## src/rtl/reg_scoreboard_pkg.sv

```systemverilog
`default_nettype none
// ============================================================================
// Module   : reg_scoreboard_pkg
// Brief    : Shared constants for the register scoreboard and hazard unit:
//            register-index width, default sizing and RV32I opcode classes.
// Revision : 1.0 - initial release
// ============================================================================
package reg_scoreboard_pkg;

    // Architectural register index width and default sizing
    localparam int REG_W         = 5;
    localparam int NREGS_DEFAULT = 32;
    localparam int CNT_W_DEFAULT = 2;

    // Instruction-class opcodes, shared with the hazard unit
    localparam logic [6:0] OP_LOAD  = 7'b0000011;
    localparam logic [6:0] OP_CAL_R = 7'b0110011;
    localparam logic [6:0] OP_CAL_I = 7'b0010011;
    localparam logic [6:0] OP_STORE = 7'b0100011;

    // Instruction classes that write rd
    function automatic logic op_writes_rd(input logic [6:0] op);
        return (op == OP_LOAD) || (op == OP_CAL_R) || (op == OP_CAL_I);
    endfunction

    // Instruction classes that read rs2
    function automatic logic op_reads_rs2(input logic [6:0] op);
        return (op == OP_CAL_R) || (op == OP_STORE);
    endfunction

endpackage
`default_nettype wire

```

## src/rtl/reg_scoreboard_sb_entry.sv

```systemverilog
`default_nettype none
// ============================================================================
// Module   : sb_entry
// Brief    : One scoreboard slot: pending-write counter plus pending-load
//            counter. Decrements saturate at zero and report underflow.
// Revision : 1.0 - initial release
// ============================================================================
module sb_entry #(
    parameter int CNT_W = 2
) (
    input  logic             clk,
    input  logic             rst,
    input  logic             i_inc,
    input  logic             i_inc_ld,
    input  logic             i_dec,
    input  logic             i_dec_ld,
    output logic [CNT_W-1:0] o_cnt,
    output logic [CNT_W-1:0] o_ldcnt,
    output logic             o_underflow
);

    logic [CNT_W-1:0] r_cnt;
    logic [CNT_W-1:0] r_ldcnt;
    logic [CNT_W-1:0] w_cnt_nxt;
    logic [CNT_W-1:0] w_ldcnt_nxt;
    logic             w_cnt_uf;
    logic             w_ldcnt_uf;

    assign w_cnt_uf   = i_dec    && (r_cnt   == '0);
    assign w_ldcnt_uf = i_dec_ld && (r_ldcnt == '0);

    // Net next count: an issue and a retire in the same cycle cancel out;
    // a retire against an empty counter is dropped (flagged as underflow).
    always_comb begin
        w_cnt_nxt   = r_cnt   + CNT_W'(i_inc)
                              - CNT_W'(i_dec && !w_cnt_uf);
        w_ldcnt_nxt = r_ldcnt + CNT_W'(i_inc_ld)
                              - CNT_W'(i_dec_ld && !w_ldcnt_uf);
    end

    // Counter state register
    always_ff @(posedge clk) begin
        if (rst) begin
            r_cnt   <= '0;
            r_ldcnt <= '0;
        end else begin
            r_cnt   <= w_cnt_nxt;
            r_ldcnt <= w_ldcnt_nxt;
        end
    end

    // Pending loads are a subset of pending writes
    always_ff @(posedge clk) begin
        if (!rst) begin
            assert (r_ldcnt <= r_cnt);
        end
    end

    assign o_cnt       = r_cnt;
    assign o_ldcnt     = r_ldcnt;
    assign o_underflow = w_cnt_uf || w_ldcnt_uf;

endmodule
`default_nettype wire

```

## src/rtl/reg_scoreboard.sv

```systemverilog
`default_nettype none
// ============================================================================
// Module   : reg_scoreboard
// Brief    : In-flight register-write tracker for the 5-stage pipeline.
//            Records producers at issue, retires them at writeback, stalls
//            D on an outstanding load source or a full pending counter.
//            Optional macro SCOREBOARD_STATS_EN adds stall statistics ports.
// Revision : 1.0 - initial release
// ============================================================================
module reg_scoreboard
    import reg_scoreboard_pkg::*;
#(
    parameter int NREGS = NREGS_DEFAULT,
    parameter int CNT_W = CNT_W_DEFAULT
) (
    input  logic             clk,
    input  logic             reset,
    input  logic             issue_valid,
    input  logic [REG_W-1:0] issue_rd,
    input  logic             issue_wr,
    input  logic             issue_is_load,
    input  logic [REG_W-1:0] issue_rs1,
    input  logic [REG_W-1:0] issue_rs2,
    input  logic             use_rs1,
    input  logic             use_rs2,
    input  logic             flush,
    input  logic             wb_valid,
    input  logic [REG_W-1:0] wb_rd,
    input  logic             wb_is_load,
    output logic             stall,
    output logic [NREGS-1:0] busy_vec,
    output logic             sb_err
`ifdef SCOREBOARD_STATS_EN
    ,
    output logic [31:0]      stall_cycles,
    output logic [31:0]      full_stalls
`endif
);

    localparam logic [CNT_W-1:0] c_CNT_MAX = {CNT_W{1'b1}};

    logic [CNT_W-1:0] w_cnt   [NREGS];
    logic [CNT_W-1:0] w_ldcnt [NREGS];
    logic [NREGS-1:0] w_uf;
    logic             w_rs1_haz;
    logic             w_rs2_haz;
    logic             w_full;
    logic             w_accept;
    logic             w_do_issue;
    logic             w_do_retire;
    logic             r_sb_err;

    // x0 is hard-wired and never tracked
    assign w_cnt[0]   = '0;
    assign w_ldcnt[0] = '0;
    assign w_uf[0]    = 1'b0;
    assign busy_vec[0] = 1'b0;

    assign w_do_issue  = w_accept && issue_wr && (issue_rd != '0);
    assign w_do_retire = wb_valid && (wb_rd != '0);

    generate
        for (genvar i = 1; i < NREGS; i++) begin : g_entry
            logic w_hit_issue;
            logic w_hit_wb;

            assign w_hit_issue = w_do_issue  && (issue_rd == REG_W'(i));
            assign w_hit_wb    = w_do_retire && (wb_rd    == REG_W'(i));

            sb_entry #(
                .CNT_W (CNT_W)
            ) u_entry (
                .clk         (clk),
                .rst         (reset),
                .i_inc       (w_hit_issue),
                .i_inc_ld    (w_hit_issue && issue_is_load),
                .i_dec       (w_hit_wb),
                .i_dec_ld    (w_hit_wb && wb_is_load),
                .o_cnt       (w_cnt[i]),
                .o_ldcnt     (w_ldcnt[i]),
                .o_underflow (w_uf[i])
            );

            assign busy_vec[i] = (w_cnt[i] != '0);
        end
    endgenerate

    // Hazard terms read registered state only, so a same-cycle retire
    // never releases the stall (one-bubble load-use)
    always_comb begin
        w_rs1_haz = use_rs1  && (issue_rs1 != '0) && (w_ldcnt[issue_rs1] != '0);
        w_rs2_haz = use_rs2  && (issue_rs2 != '0) && (w_ldcnt[issue_rs2] != '0);
        w_full    = issue_wr && (issue_rd  != '0) && (w_cnt[issue_rd] == c_CNT_MAX);
        stall     = issue_valid && !flush && (w_rs1_haz || w_rs2_haz || w_full);
        w_accept  = issue_valid && !stall && !flush;
    end

    // Sticky error: any retire against an empty counter
    always_ff @(posedge clk) begin
        if (reset) begin
            r_sb_err <= 1'b0;
        end else if (|w_uf) begin
            r_sb_err <= 1'b1;
        end
    end

    assign sb_err = r_sb_err;

`ifdef SCOREBOARD_STATS_EN
    logic [31:0] r_stall_cycles;
    logic [31:0] r_full_stalls;

    // Stall statistics; full_stalls counts stalls caused by the full term alone
    always_ff @(posedge clk) begin
        if (reset) begin
            r_stall_cycles <= '0;
            r_full_stalls  <= '0;
        end else if (stall) begin
            r_stall_cycles <= r_stall_cycles + 32'd1;
            if (w_full && !w_rs1_haz && !w_rs2_haz) begin
                r_full_stalls <= r_full_stalls + 32'd1;
            end
        end
    end

    assign stall_cycles = r_stall_cycles;
    assign full_stalls  = r_full_stalls;
`endif

endmodule
`default_nettype wire

```

## config.mk

```make
export PLATFORM = sky130hd
export DESIGN_NAME = reg_scoreboard
export DESIGN_NICKNAME = d
export VERILOG_FILES = /design/src/rtl/reg_scoreboard_pkg.sv /design/src/rtl/reg_scoreboard_sb_entry.sv /design/src/rtl/reg_scoreboard.sv
export SDC_FILE = /design/constraint.sdc
export NUM_CORES = 1
export LEC_CHECK = 0
export CORE_UTILIZATION = 45
export CTS_CLUSTER_SIZE = 30
export DETAILED_ROUTE_END_ITERATION = 16
export DONT_BUFFER_PORTS = 1
export PLACE_DENSITY_LB_ADDON = 0.15
export SETUP_SLACK_MARGIN = 0.2
export SLEW_MARGIN = 20
export SYNTH_ARGS = -nofsm -noshare
export SYNTH_HDL_FRONTEND = slang
export SYNTH_SLANG_ARGS = --single-unit
```

## constraint.sdc

```tcl
create_clock -name clk -period 3.99 [get_ports clk]
set_clock_uncertainty 0.2 [all_clocks]
set_input_delay 0.798 -clock clk [delete_from_list [all_inputs] [get_ports clk]]
set_output_delay 0.798 -clock clk [all_outputs]
set_load 0.005 [all_outputs]
```

Yosys cells after proc, flatten, opt, wreduce, memory -nomap -nowiden

Cells that the tools add are included.

Register bits: 125
Input bits: 30
Output and inout bits: 34

Add/subtract/negate cells: 124
Order comparisons: 3
Equality and inequality tests: 63
Mux-type cells: 9
Bitwise operators: 3
Reduce and logical (&&, ||, !) cells: 458

Operators with widths:

| operator                                                              | number |
|---|---|
| 1-bit logical AND                                                     | 261 |
| 5-bit equality test, second input constant                            | 32 |
| 2-bit by 1-bit adder with 2-bit output                                | 62 |
| 2-bit zero test                                                       | 62 |
| 2-bit by 1-bit subtractor with 2-bit output                           | 62 |
| 5-bit by 4-bit equality test with 1-bit output, second input constant | 16 |
| 2-bit nonzero test                                                    | 33 |
| 1-bit zero test                                                       | 64 |
| 5-bit by 3-bit equality test with 1-bit output, second input constant | 8 |
| 1-bit logical OR                                                      | 33 |
| 31-bit OR reduction                                                   | 1 |
| 2-bit binary-select mux with 5-bit select                             | 3 |
| 5-bit by 2-bit equality test with 1-bit output, second input constant | 4 |
| 5-bit nonzero test                                                    | 4 |
| 6-bit greater-or-equal comparator, second input constant              | 3 |
| 5-bit NOT with 6-bit output                                           | 3 |
| 2-bit 2-to-1 mux                                                      | 6 |
| 5-bit by 1-bit equality test with 1-bit output, second input constant | 2 |
| 2-bit equality test, second input constant                            | 1 |

Logic depth before layout (Yosys ltp)

Gate-level depths: netlist of the first run.

Depth in word-level cells: 18
Depth in mapped cells: 16
Gate-level depth less buffers: 12

Modules after synthesis

A second synthesis of the first run with hierarchy kept.

Cell total of the unflattened synthesis: 1121
Area, all modules: 9713.1 sq um

Modules (own cells, without submodules):

| module         | instances | cells each | area each (sq um) |
|---|---|---|---|
| sb_entry       | 31        | 23         | 239.0 |
| reg_scoreboard | 1         | 408        | 2304.7 |

Worst setup path after synthesis of the first run

No wires, ideal clock.

Path kind: input-to-reg
From: input port issue_rd[1]
To: register g_entry[30].u_entry.r_cnt[1]
Setup time: 0.128 ns
Arrival time: 3.524 ns
Required time: 3.662 ns
Slack: 0.139 ns
Stages: 15
Path buffers: 3
Path through: buf_2 > buf_2 > mux2_2 > a221o_1 > nand4_1 > a32oi_2 > a211oi_4 > buf_6 > nand4_1 > ha_1 > inv_1 > ha_1 > xor2_1 > xnor2_1 > nor2_1

Word-level cells in the longest chain between the ends: 16
Elaborated cells between the ends (all ways): 19

Ends and longest elaborated chain:

| item                                                 | RTL line                      | RTL |
|---|---|---|
| from (decl)                                          | reg_scoreboard.sv:19          | `input logic [REG_W-1:0] issue_rd,` |
| 5-bit NOT with 6-bit output (implied by the code)    | reg_scoreboard.sv:93          | `w_full = issue_wr && (issue_rd != '0) && (w_cnt[issue_rd] == c_CNT_MAX);` |
| 2-bit binary-select mux with 5-bit select            | reg_scoreboard.sv:93          |  |
| 2-bit 2-to-1 mux (implied by the code) (2 in series) | reg_scoreboard.sv:93          |  |
| 2-bit equality test                                  | reg_scoreboard.sv:93          |  |
| 1-bit logical AND                                    | reg_scoreboard.sv:93          |  |
| 1-bit logical OR                                     | reg_scoreboard.sv:94          | `stall = issue_valid && !flush && (w_rs1_haz \|\| w_rs2_haz \|\| w_full);` |
| 1-bit logical AND                                    | reg_scoreboard.sv:94          |  |
| 1-bit zero test                                      | reg_scoreboard.sv:95          | `w_accept = issue_valid && !stall && !flush;` |
| 1-bit logical AND (2 in series)                      | reg_scoreboard.sv:95          |  |
| 1-bit logical AND (2 in series)                      | reg_scoreboard.sv:59          | `assign w_do_issue = w_accept && issue_wr && (issue_rd != '0);` |
| 1-bit logical AND (*)                                | reg_scoreboard.sv:67          | `assign w_hit_issue = w_do_issue && (issue_rd == REG_W'(i));` |
| 2-bit by 1-bit adder with 2-bit output (*)           | reg_scoreboard_sb_entry.sv:35 | `w_cnt_nxt = r_cnt + CNT_W'(i_inc)` |
| 2-bit by 1-bit subtractor with 2-bit output (*)      | reg_scoreboard_sb_entry.sv:36 | `- CNT_W'(i_dec && !w_cnt_uf);` |
| to (signal assigned)                                 | reg_scoreboard_sb_entry.sv:47 | `r_cnt <= w_cnt_nxt;` |
| to (decl)                                            | reg_scoreboard_sb_entry.sv:22 | `logic [CNT_W-1:0] r_cnt;` |

Mark *: on every way between the ends. The rest lies on a longest branch, timed or not. The select of a mux whose other input is x is not followed.
A chain may end at the register's enable or synchronous reset.

Final worst setup path of the first run

From: register g_entry[16].u_entry.r_ldcnt[1]
To: output port stall

Word-level cells in the longest chain between the ends: 8
Elaborated cells between the ends (all ways): 13

Ends and longest elaborated chain:

| item                                                         | RTL line                                   | RTL |
|---|---|---|
| from (decl)                                                  | reg_scoreboard_sb_entry.sv:23              | `logic [CNT_W-1:0] r_ldcnt;` |
| from (signal assigned)                                       | reg_scoreboard_sb_entry.sv:48              | `r_ldcnt <= w_ldcnt_nxt;` |
| 2-bit binary-select mux with 5-bit select (on tied branches) | reg_scoreboard.sv:91, reg_scoreboard.sv:92 |  |
| 2-bit 2-to-1 mux (on tied branches) (2 in series)            | reg_scoreboard.sv:91, reg_scoreboard.sv:92 |  |
| 2-bit nonzero test (on tied branches)                        | reg_scoreboard.sv:91, reg_scoreboard.sv:92 |  |
| 1-bit logical AND (on tied branches)                         | reg_scoreboard.sv:91, reg_scoreboard.sv:92 |  |
| 1-bit logical OR (*) (2 in series)                           | reg_scoreboard.sv:94                       |  |
| 1-bit logical AND (*)                                        | reg_scoreboard.sv:94                       |  |
| to (decl)                                                    | reg_scoreboard.sv:30                       | `output logic stall,` |

Marked as above.

==> flow_summary_export.csv, run 1 <==
group,metric,value,unit
power_and_ir_drop,comb_power_share,6.7,%
yosys,synth_top_area_cell,"dfxtp_1",
cts,clk_latency,0.44,ns
routing,drcViolationCount,0,
floorplanning,die_y,148,µm
setup_path,worstPathCellList,"or2_2, mux4_2, nor3_1, nor4_4, a211oi_1, buf_4, a21oi_1",
placed_design,dp_hpwl,20900,µm
final_layout,fin_area,0.0104,mm²
yosys,synth-async-reset-ratio,0,%
global_route,grt_antenna_before_repair,0,
global_route,use_met3,5.34,%
cts,cts_root_buf,"clkbuf_16",
timing,tns,0,ns
timing,fin_crit,3.63,ns
global_route,grt_busiest_layer,"met2",
yosys,syn_avg_cell_area,8.74,µm²
global_route,grtUsageMet1,37.1,%
final_layout,layout.nets,1226,
timing,fmax,275,MHz
timing,fin_ws,0.360,ns
yosys,synth_seq_cells,125,
setup_path,crit_path_end_kind,"output pin",
global_route,grt_overflow,0,
cts,hold_buffers,0,
setup_path,critPathLaunchType,"flip-flop",
timing,rsz0062_at_grt,"false",
power_and_ir_drop,p_clk_share,51.7,%
cts,clkTransAtPathRegs,0.06,ns
yosys,yosysSeqAreaShare,26.0,%
power_and_ir_drop,p_switching,733,µW
setup_path,slowest_delay,0.46,ns
setup_path,cp_max_fo,11,
setup_path,required,2.99,ns
power_and_ir_drop,p_per_area,292,mW/mm²
yosys,yosysTopAreaCellShare,26.0,%
timing,slew_violations,0,
cts,numCtsBuffers,17,
cts,cts_tree,"built",
placed_design,place_area,0.00979,mm²
yosys,synth_edf_count,0,
routing,dr.first_iter.drc_count,601,
routing,vias,7933,
floorplanning,pin_count,64,
yosys,synth.area.top_cells,"dfxtp_1 (26%), ha_1 (16%), xnor2_1 (5.7%)",
power_and_ir_drop,p_int,2.29,mW
timing,setup_viol,0,
routing,totalWireLength,29000,µm
global_route,grt_pass1_wl,44900,µm
power_and_ir_drop,switching_share,24.3,%
final_layout,syn2layout_area_growth,7.77,%
floorplanning,coreArea,0.0210,mm²
yosys,synth_area,0.00961,mm²
routing,ant_nets,0,
job,max_cap_viol_count,0,
global_route,grt_start_max_net_pins,126,
routing,first_pass_iters,5,
global_route,grt_usage,27.4,%
setup_path,arrival,2.63,ns
timing,worst_slew_pin_slew,0.856,ns
final_layout,antenna_cells,0,
yosys,synth_cells,1099,
worst_hold_path,hp-class,"in -> reg",
final_layout,drive_above_1_share,10.2,%
setup_path,worstSetupPathType,"reg -> out",
floorplanning,initial_utilization,45.9,%
yosys,ys_warn_count,0,
floorplanning,rows,53,
placed_design,place.port_buffers,0,
yosys,synthesis.nets,1253,
cts,cts_buffer_depth,2,
timing,slew_headroom,42.2,%
status,status,"finished clean",
placed_design,gp_congestion,0.880,
power_and_ir_drop,irDropWorstVdd,0.000234,V
yosys,synth_ff_type,"dfxtp_1",
power_and_ir_drop,pwr-share-seq,41.6,%
timing,fin_crit_sh,91.0,%
power_and_ir_drop,leakagePower,5.18,nW
yosys,synth_common_cells,"nor2_1 (133), dfxtp_1 (125), ha_1 (124)",
cts,clock_sinks,125,
routing,wl_per_cell,21.4,µm
cts,cts_max_level,4,
global_route,grt_pass1_vias,7501,
cts,cts_resized,0,
setup_path,rrSetupSlack,0.44,ns
timing,hold_viol_final,0,
setup_path,cpMaxStageDelayCell,"mux4_2",
global_route,grt_use_met2,43.0,%
placed_design,pre_cts_ws,0.135,ns
floorplanning,dieArea,0.0219,mm²
floorplanning,die_x,148,µm
yosys,synth.most_common_cell,"nor2_1",
yosys,yosysUniqueCellTypes,81,
cts,cts_setup_buffers,0,
routing,viasPerCell,5.84,
==> stage by stage <==
| stage | hold WS (ns) | power [mW] | std cells | utilization [%] |
|---|---|---|---|---|
| CTS | 0.229 | 3.04 | 1358 | 49.4 |
| global route | 0.233 | 3.10 | 1358 | 49.4 |
| global placement | 0.294 | 1.48 | 1328 | 46.7 |
| detailed placement | 0.301 | 1.48 | 1328 | 46.7 |
| finish | 0.233 | 3.02 | 1358 | 49.4 |
| floorplan | 0.277 | 1.48 | 1099 | - |
==> metal layers <==
metal	vias to the layer above	part of all wire, %
li1	3733	-
met1	3848	45
met2	296	45
met3	56	7.1
met4	0	2.6
met5	-	0
==> final timing paths <==
kind / cells after the start / start / to
max: 7 / g_entry[16].u_entry.o_ldcnt[1] / stall
min: 1 / reset / g_entry[11].u_entry.o_ldcnt[0]
max reg2reg: 13 / g_entry[16].u_entry.o_ldcnt[1] / g_entry[3].u_entry.o_ldcnt[1]
min reg2reg: 2 / g_entry[21].u_entry.o_ldcnt[1] / g_entry[21].u_entry.o_ldcnt[1]
==> placed cells by master, fill, tap and decap left out, types with 6 or more instances in the layout <==
master,n
nand4_1,48
a21oi_1,10
nor2_1,133
nand3b_1,6
xnor2_1,62
nand2b_1,9
inv_1,87
and3_1,12
nand4b_1,6
mux4_2,18
nand2_1,26
nand3_1,31
o21ai_0,10
a22oi_1,7
nor3_1,28
nor4b_1,11
nor2b_1,77
and2_1,10
or2_2,17
o211ai_1,7
xor2_1,62
clkbuf_16,17
dfxtp_1,125
mux2i_1,7
nor3b_1,13
buf_4,23
ha_1,124
==> flip-flops by register name, indices dropped and copies added (netlist names) <==
| name | flops |
|---|---|
| sb_err | 1 |
| g_entry.u_entry.o_ldcnt | 62 |
| g_entry.u_entry.o_cnt | 62 |
==> area by class of cell <==
type / count / area, µm²
repair buffers: 25 / 213
flip-flops and latches: 125 / 2500
clock buffers: 23 / 478
well taps: 275 / 344
multi-input cells: 816 / 6400
clock inverters: 7 / 88.8
inverters: 87 / 327
fillers: 2051 / 10600
==> cell families (layout without fill, tap and decap cells) <==
kind of cell / after synthesis / count (layout) / synth area share, %
fa+ha+maj: 124 / 124 / 16.1
mux: 29 / 29 / 5.57
compound gates: 77 / 77 / 6.42
buf+inv: 158 / 142 / 7.38
simple gates: 461 / 461 / 27.1
xor+xnor: 124 / 124 / 11.3
flops: 125 / 125 / 26.0
other cells: 1 / 1 / 0.0390
==> power by group through the flow <==
stage / clock network, mW / registers (mW) / logic [mW]
after floorplan: 0 / 1.28 / 0.195
after global placement: 0 / 1.28 / 0.195
after detailed placement: 0 / 1.28 / 0.196
after CTS: 1.59 / 1.25 / 0.196
after global routing: 1.63 / 1.25 / 0.211
final: 1.56 / 1.26 / 0.202
==> worst max-delay path: cells and delay by family, from the launching register on <==
family / cells / cell delay, ns
DFF: 1 / 0.37
and+or+nand+nor: 3 / 0.73
buffers and inverters: 1 / 0.27
muxes: 1 / 0.46
AOI/OAI and AO/OA: 2 / 0.36
(Power assumes the default switching activity.)
==> run 2, diff against run 1 <==
--- a/config.mk
+++ b/config.mk
@@ -11,7 +11,6 @@
 export DONT_BUFFER_PORTS = 1
 export PLACE_DENSITY_LB_ADDON = 0.15
 export SETUP_SLACK_MARGIN = 0.2
-export SLEW_MARGIN = 20
 export SYNTH_ARGS = -nofsm -noshare
 export SYNTH_HDL_FRONTEND = slang
 export SYNTH_SLANG_ARGS = --single-unit
==> results of run 2 <==
No change in the layout: final DEF, timing and power equal those of run 1.
